`config.mk`:
```
export PLATFORM = sky130hd
export DESIGN_NAME = ws2812_multi_driver_flat
export DESIGN_NICKNAME = d
export VERILOG_FILES = /design/src/rtl/ws2812_multi_driver_if.sv /design/src/rtl/ws2812_multi_driver.sv /design/src/flat_wrapper.sv
export SDC_FILE = /design/constraint.sdc
export NUM_CORES = 1
export LEC_CHECK = 0
export BUFFER_PORTS_ARGS = -buffer_cell sky130_fd_sc_hd__buf_4
export CORE_AREA = 3 3 164 134
export DETAILED_ROUTE_END_ITERATION = 8
export DIE_AREA = 0 0 167 137
export PLACE_DENSITY = 0.59
export SKIP_CTS_REPAIR_TIMING = 1
export SYNTH_ARGS = -nofsm -noshare
export SYNTH_HDL_FRONTEND = slang
export SYNTH_SLANG_ARGS = --single-unit
```
`constraint.sdc`:
```
create_clock -name clk -period 3.1 [get_ports clk]
set_input_delay 0.62 -clock clk [delete_from_list [all_inputs] [get_ports clk]]
set_output_delay 0.62 -clock clk [all_outputs]
set_load 0.02 [all_outputs]
```
`src/rtl/ws2812_multi_driver_if.sv`:
```
// Frame-memory read port, control and strip outputs of the WS2812 driver.
// The brightness input exists only when WS2812_BRIGHTNESS_EN is defined.
interface ws2812_multi_driver_if #(
    parameter int NUM_STRIPS = 4,
    parameter int ADDR_W     = 13
);
    logic                    start;
    logic                    continuous;
    logic [ADDR_W-1:0]       frame_base;
    logic                    mem_en;
    logic [ADDR_W-1:0]       mem_addr;
    logic [NUM_STRIPS*8-1:0] mem_data;
    logic [NUM_STRIPS-1:0]   strip_do;
    logic                    busy;
    logic                    frame_done;
`ifdef WS2812_BRIGHTNESS_EN
    logic [7:0]              brightness;

    modport master (
        output start, continuous, frame_base, mem_data, brightness,
        input  mem_en, mem_addr, strip_do, busy, frame_done
    );
    modport slave (
        input  start, continuous, frame_base, mem_data, brightness,
        output mem_en, mem_addr, strip_do, busy, frame_done
    );
`else
    modport master (
        output start, continuous, frame_base, mem_data,
        input  mem_en, mem_addr, strip_do, busy, frame_done
    );
    modport slave (
        input  start, continuous, frame_base, mem_data,
        output mem_en, mem_addr, strip_do, busy, frame_done
    );
`endif
endinterface

```
`src/rtl/ws2812_multi_driver.sv`:
```
// Multi-lane WS2812 driver: streams BRAM words to NUM_STRIPS serial outputs in lockstep.
// Optional WS2812_BRIGHTNESS_EN adds a per-frame brightness scale stage.
module ws2812_multi_driver #(
    parameter int NUM_STRIPS  = 4,
    parameter int NUM_BYTES   = 480,
    parameter int ADDR_W      = 13,
    parameter int MEM_LATENCY = 1,
    parameter int T_BIT       = 70,
    parameter int T0H         = 20,
    parameter int T1H         = 50,
    parameter int T_RESET     = 50000
) (
    input logic                  clk,
    input logic                  rst,
    ws2812_multi_driver_if.slave bus
);

    localparam int TMAX = (T_RESET > T_BIT) ? T_RESET : T_BIT;
    localparam int CW   = (TMAX > 2) ? $clog2(TMAX) : 1;
    localparam int BW   = (NUM_BYTES > 1) ? $clog2(NUM_BYTES) : 1;
    localparam int W    = NUM_STRIPS * 8;
`ifdef WS2812_BRIGHTNESS_EN
    localparam int CAP  = MEM_LATENCY + 1;
`else
    localparam int CAP  = MEM_LATENCY;
`endif
    localparam logic [CW:0] TH0 = (CW+1)'(T0H);
    localparam logic [CW:0] TH1 = (CW+1)'(T1H);

    generate
        if (T0H >= T1H || T1H >= T_BIT || MEM_LATENCY >= 8 * T_BIT ||
            MEM_LATENCY < 1 || MEM_LATENCY > 4 || NUM_BYTES < 1) begin : g_bad
            $error("ws2812_multi_driver: illegal timing parameters");
        end
    endgenerate

    typedef enum logic [1:0] {IDLE, GAP, FETCH, SEND} state_t;

    state_t            state;
    logic [CW-1:0]     cnt;
    logic [CW:0]       c_inc;
    logic [2:0]        bitn;
    logic [BW-1:0]     idx;
    logic [ADDR_W-1:0] base;
    logic [W-1:0]      sh;
    logic [W-1:0]      nxt;
    logic [CAP-1:0]    pipe;
    logic [W-1:0]      cap_word;
    logic              cap;

    function automatic logic hi(input logic b, input logic [CW:0] c);
        return c < (b ? TH1 : TH0);
    endfunction

    assign c_inc = {1'b0, cnt} + {{CW{1'b0}}, 1'b1};
    assign cap   = pipe[CAP-1];

`ifdef WS2812_BRIGHTNESS_EN
    logic [7:0] bright;
    logic [W-1:0] scaled;

    function automatic logic [7:0] scale(input logic [7:0] d, input logic [7:0] b);
        logic [16:0] p;
        p = 17'(d) * 17'({1'b0, b} + 9'd1);
        return p[15:8];
    endfunction

    always_ff @(posedge clk) begin
        for (int s = 0; s < NUM_STRIPS; s++)
            scaled[8*s +: 8] <= scale(bus.mem_data[8*s +: 8], bright);
    end

    assign cap_word = scaled;
`else
    assign cap_word = bus.mem_data;
`endif

    // Read-latency tracker; the top bit marks the cycle a word is captured.
    always_ff @(posedge clk) begin
        if (rst) pipe <= '0;
        else     pipe <= CAP'({pipe, bus.mem_en});
    end

    always_ff @(posedge clk) begin
        if (rst) begin
            state          <= IDLE;
            cnt            <= '0;
            bitn           <= '0;
            idx            <= '0;
            base           <= '0;
            sh             <= '0;
            nxt            <= '0;
            bus.mem_en     <= 1'b0;
            bus.mem_addr   <= '0;
            bus.strip_do   <= '0;
            bus.busy       <= 1'b0;
            bus.frame_done <= 1'b0;
`ifdef WS2812_BRIGHTNESS_EN
            bright         <= '0;
`endif
        end else begin
            bus.mem_en     <= 1'b0;
            bus.frame_done <= 1'b0;
            if (cap && state == SEND) nxt <= cap_word;
            case (state)
                IDLE: begin
                    if (bus.start || bus.continuous) begin
                        base     <= bus.frame_base;
`ifdef WS2812_BRIGHTNESS_EN
                        bright   <= bus.brightness;
`endif
                        bus.busy <= 1'b1;
                        cnt      <= '0;
                        state    <= GAP;
                    end
                end
                GAP: begin
                    bus.strip_do <= '0;
                    if (cnt == CW'(T_RESET - 1)) begin
                        cnt          <= '0;
                        bus.mem_en   <= 1'b1;
                        bus.mem_addr <= base;
                        state        <= FETCH;
                    end else begin
                        cnt <= cnt + 1'b1;
                    end
                end
                FETCH: begin
                    if (cap) begin
                        sh    <= cap_word;
                        bitn  <= 3'd7;
                        cnt   <= '0;
                        idx   <= '0;
                        state <= SEND;
                        for (int s = 0; s < NUM_STRIPS; s++)
                            bus.strip_do[s] <= hi(cap_word[8*s+7], '0);
                        if (NUM_BYTES > 1) begin
                            bus.mem_en   <= 1'b1;
                            bus.mem_addr <= base + ADDR_W'(1);
                        end
                    end
                end
                SEND: begin
                    if (cnt == CW'(T_BIT - 1)) begin
                        cnt <= '0;
                        if (bitn == 3'd0) begin
                            if (idx == BW'(NUM_BYTES - 1)) begin
                                bus.frame_done <= 1'b1;
                                bus.strip_do   <= '0;
                                if (bus.continuous) begin
                                    base  <= bus.frame_base;
`ifdef WS2812_BRIGHTNESS_EN
                                    bright <= bus.brightness;
`endif
                                    state <= GAP;
                                end else begin
                                    bus.busy <= 1'b0;
                                    state    <= IDLE;
                                end
                            end else begin
                                sh   <= nxt;
                                bitn <= 3'd7;
                                idx  <= idx + 1'b1;
                                for (int s = 0; s < NUM_STRIPS; s++)
                                    bus.strip_do[s] <= hi(nxt[8*s+7], '0);
                                if (32'(idx) + 2 < NUM_BYTES) begin
                                    bus.mem_en   <= 1'b1;
                                    bus.mem_addr <= base + ADDR_W'(idx) + ADDR_W'(2);
                                end
                            end
                        end else begin
                            sh   <= sh << 1;
                            bitn <= bitn - 3'd1;
                            for (int s = 0; s < NUM_STRIPS; s++)
                                bus.strip_do[s] <= hi(sh[8*s+6], '0);
                        end
                    end else begin
                        cnt <= cnt + 1'b1;
                        for (int s = 0; s < NUM_STRIPS; s++)
                            bus.strip_do[s] <= hi(sh[8*s+7], c_inc);
                    end
                end
                default: state <= IDLE;
            endcase
        end
    end

endmodule
```
`src/flat_wrapper.sv`:
```
// flat-port wrapper written by rule: the top's interface ports become plain ports
module ws2812_multi_driver_flat 
#(
    parameter int NUM_STRIPS  = 4,
    parameter int NUM_BYTES   = 480,
    parameter int ADDR_W      = 13,
    parameter int MEM_LATENCY = 1,
    parameter int T_BIT       = 70,
    parameter int T0H         = 20,
    parameter int T1H         = 50,
    parameter int T_RESET     = 50000
)
  (clk, rst, bus_start, bus_continuous, bus_frame_base, bus_mem_data, bus_mem_en, bus_mem_addr, bus_strip_do, bus_busy, bus_frame_done);
  ws2812_multi_driver_if #(.NUM_STRIPS(NUM_STRIPS), .ADDR_W(ADDR_W)) bus_i ();
  input logic clk;
  input logic rst;
  input wire logic [$bits(bus_i.start)-1:0] bus_start;
  input wire logic [$bits(bus_i.continuous)-1:0] bus_continuous;
  input wire logic [$bits(bus_i.frame_base)-1:0] bus_frame_base;
  input wire logic [$bits(bus_i.mem_data)-1:0] bus_mem_data;
  output wire logic [$bits(bus_i.mem_en)-1:0] bus_mem_en;
  output wire logic [$bits(bus_i.mem_addr)-1:0] bus_mem_addr;
  output wire logic [$bits(bus_i.strip_do)-1:0] bus_strip_do;
  output wire logic [$bits(bus_i.busy)-1:0] bus_busy;
  output wire logic [$bits(bus_i.frame_done)-1:0] bus_frame_done;
  assign bus_i.start = bus_start;
  assign bus_i.continuous = bus_continuous;
  assign bus_i.frame_base = bus_frame_base;
  assign bus_i.mem_data = bus_mem_data;
  assign bus_mem_en = bus_i.mem_en;
  assign bus_mem_addr = bus_i.mem_addr;
  assign bus_strip_do = bus_i.strip_do;
  assign bus_busy = bus_i.busy;
  assign bus_frame_done = bus_i.frame_done;
  ws2812_multi_driver #(.NUM_STRIPS(NUM_STRIPS), .NUM_BYTES(NUM_BYTES), .ADDR_W(ADDR_W), .MEM_LATENCY(MEM_LATENCY), .T_BIT(T_BIT), .T0H(T0H), .T1H(T1H), .T_RESET(T_RESET)) u_core (.clk(clk), .rst(rst), .bus(bus_i));
endmodule
```
==> summary.txt <==
Run status
  – Status: finished, final reports clean

GRT
  – First-pass GRT wire length: 31400 um
  – Largest net degree at the start of global routing: 73
  – Tot GR Track Use: 16.6%
  – Antenna violations before repair: 0
  – Grt ovf: 0
  – Vias in the first global route: 6006

Synthesis
  – Yosys warns: 0
  – Sequential area share after synthesis: 35.9%
  – Top cells by count, synth: nand2_1 (189), dfxtp_1 (128), nor2_1 (98)
  – Post-synthesis average cell area: 7.76 um2
  – Synth top area cells: dfxtp_1 (36%), nand2_1 (9.9%), ha_1 (6.3%)
  – Share of flip-flops with an asynchronous set or reset: 0%
  – Yosys top cell area share: 35.9%
  – Cell with the most instances after synthesis: nand2_1
  – Post-synth EDFFs: 0
  – Primary FF master, synth: dfxtp_1
  – Yosys reg bits: 128
  – Area leader, netlist: dfxtp_1
  – Synth Cell Area: 7140 um2
  – Unique masters post-synth: 65
  – Cells after Synth: 920
  – Syn nets: 1006

Floorplan
  – Die X: 167 um
  – Cell Rows: 47
  – Total die area: 22900 um2
  – IO Pins: 69
  – Core area: 20500 um2
  – Starting Density: 34.8%
  – Die Span Y: 137 um

Worst setup path
  – Crit. End Element: flop
  – Type of origin of the critical path: flop
  – CP Class: reg2reg
  – WP data arrival: 3.07 ns
  – Required time worst endpoint: 3.43 ns
  – Crit-path max FO: 6

Layout
  – Fin util: 41.4%
  – Nets: 1051
  – Flip-flop and latch area: 2560 um2
  – Layout filler cell count: 2097
  – Multi-input logic area: 4270 um2
  – # diodes: 0
  – Share of cells above drive strength 1: 14.2%
  – Area Growth Syn to Fin: 18.9%

Pwr
  – Tot Pwr: 6.59 mW
  – Switching share of power: 39.9%
  – Pwr dens: 776 nW/um2
  – Combinational share of power: 38.0%
  – VDD IR max: 0.393 mV
  – Clock network fraction of design power: 29.8%
  – Internal: 3.96 mW
  – P_leak: 3.20 nW
  – Seq pwr share: 32.3%
  – P_sw: 2.63 mW

Clocking
  – Root buf cell: clkbuf_16
  – CTS Buf Count: 17
  – Clk slew on worst S/H paths: 0.06 ns
  – H-tree depth: 4
  – CTS tree: built
  – CTS max path bufs: 2
  – Clock Latency Late Sink: 0.42 ns
  – Clock sinks: 128

Timing
  – Slew Limit Headroom: 46.6%
  – Tmin final: 2.73 ns
  – Final Max Slew Viols: 0
  – Final setup margin: 0.365 ns
  – Setup violators final: 0
  – Setup TNS: 0 ns
  – RSZ-0062 raised after global routing: no
  – Max Clock Freq: 0.366 GHz
  – Clock skew: 0.0109 ns
  – Slew @ Worst Pin: 0.798 ns
  – Final Hold Viols: 0
  – Tcrit/Tclk final: 88.2%
  – Final hold slack: 0.430 ns

Min path
  – Hold/Removal Path Class: in2reg

Placed design
  – Hpwl dp: 12700 um
  – Routability Congestion: 0.834
  – Post-place setup slack: 0.391 ns
  – Port Buf Inserts: 68

Routing
  – Drt pass-1 iters: 5
  – Residual DRC: 0
  – Routed Antenna Nets: 0
  – Initial DRC Count: 380
  – Via density: 5.33
  – Total wire length: 19000 um
  – Average routed wire per standard cell: 15.3 um
  – Vias: 6652

Run
  – Maxcap violations: 0
logic make-up (layout without fill, tap and decap cells):
kind of cell    count (synthesis)  in the layout  share of synthesized area, %
compound gates                248            248                          23.6
xor+xnor                       18             18                          2.21
fa+ha+maj                      37             37                          6.59
buf+inv                        85            143                          4.84
flops                         128            128                          35.9
mux                            19             19                          2.70
simple gates                  385            385                          24.2
per-stage QoR:
stage | instance area, um2 | std cells
final | 8490 | 1247
after global routing | 8490 | 1247
after CTS | 8490 | 1247
after detailed placement | 7920 | 1215
after global placement | 7920 | 1215
after floorplan | 7140 | 920
layout make-up:
class | count | area share [%]
sequential | 128 | 30.2
multi-input combinational | 707 | 50.2
clock buffer | 18 | 5.05
tap | 269 | 3.96
timing repair buffer | 86 | 7.75
inverter | 25 | 1.11
clock inverter | 14 | 1.71
routing by layer:
layer  global-route usage [%]  up-vias  wire [um]  part of all wire [%]
li1                         -     3368          -                     -
met1                     24.7     3126      10100                    53
met2                     23.4      139       7570                    40
met3                     4.91       19       1190                   6.3
met4                     4.21        0        196                   1.0
met5                        0        -          0                     0
power by group through the flow:
stage / logic (mW) / clock network (mW) / registers [mW]
5_1_grt: 2.77 / 2.08 / 2.16
3_3_place_gp: 2.49 / 0 / 2.15
2_1_floorplan: 1.68 / 0 / 2.17
6_report: 2.50 / 1.96 / 2.13
3_5_place_dp: 2.51 / 0 / 2.16
4_1_cts: 2.51 / 2.01 / 2.12
registers in the layout (all words and copies together), names as in the netlist:
| register | cells |
|---|---|
| u_core.idx | 9 |
| u_core.cnt | 16 |
| u_core.bus.strip_do | 4 |
| u_core.state | 2 |
| u_core.base | 13 |
| u_core.cap | 1 |
| u_core.bus.mem_addr | 13 |
| u_core.nxt | 32 |
| u_core.sh | 32 |
| u_core.bus.mem_en | 1 |
| u_core.bitn | 3 |
| u_core.bus.busy | 1 |
| u_core.bus.frame_done | 1 |
critical path: stages (launching register included):
cell and delay, ns:
dfxtp_1 0.42, inv_1 0.07, ha_1 0.28, inv_1 0.06, ha_1 0.19, inv_1 0.06
fa_1 0.41, nor2b_1 0.17, o31a_1 0.26, o21a_1 0.14, o21ai_0 0.08, mux2_2 0.29
a311oi_1 0.21
cell usage in the layout (no fill, tap or decap), types with 5 or more instances in the layout:
cell | netlist | layout
o31ai_1 | 7 | 7
o21a_1 | 9 | 9
o211ai_1 | 9 | 9
nand2b_1 | 6 | 6
nand4_1 | 11 | 11
ha_1 | 36 | 35
buf_4 | 2 | 85
nand2_1 | 189 | 189
mux2i_1 | 17 | 17
xor2_1 | 10 | 10
and3_1 | 10 | 10
nor3_1 | 10 | 10
inv_6 | 0 | 7
a311o_1 | 32 | 32
dfxtp_1 | 128 | 128
a31oi_1 | 6 | 5
a211oi_1 | 10 | 10
inv_1 | 25 | 25
nand3_1 | 22 | 22
xnor2_1 | 8 | 8
nor2b_1 | 7 | 6
a211o_1 | 6 | 6
o21ai_0 | 36 | 36
a311oi_1 | 6 | 6
nor2_1 | 98 | 98
clkbuf_16 | 0 | 17
a21oi_1 | 89 | 89
final timing paths:
kind                      from                       to  slack [ns]  depth (start not counted)
max reg2reg     u_core.base[1]  u_core.bus.mem_addr[11]        0.37                         12
min          bus_frame_base[8]           u_core.base[8]        0.43                          3
max             u_core.base[1]  u_core.bus.mem_addr[11]        0.37                         12
min reg2reg     u_core.nxt[31]           u_core.nxt[31]        0.45                          2
(Power assumes the default switching activity.)
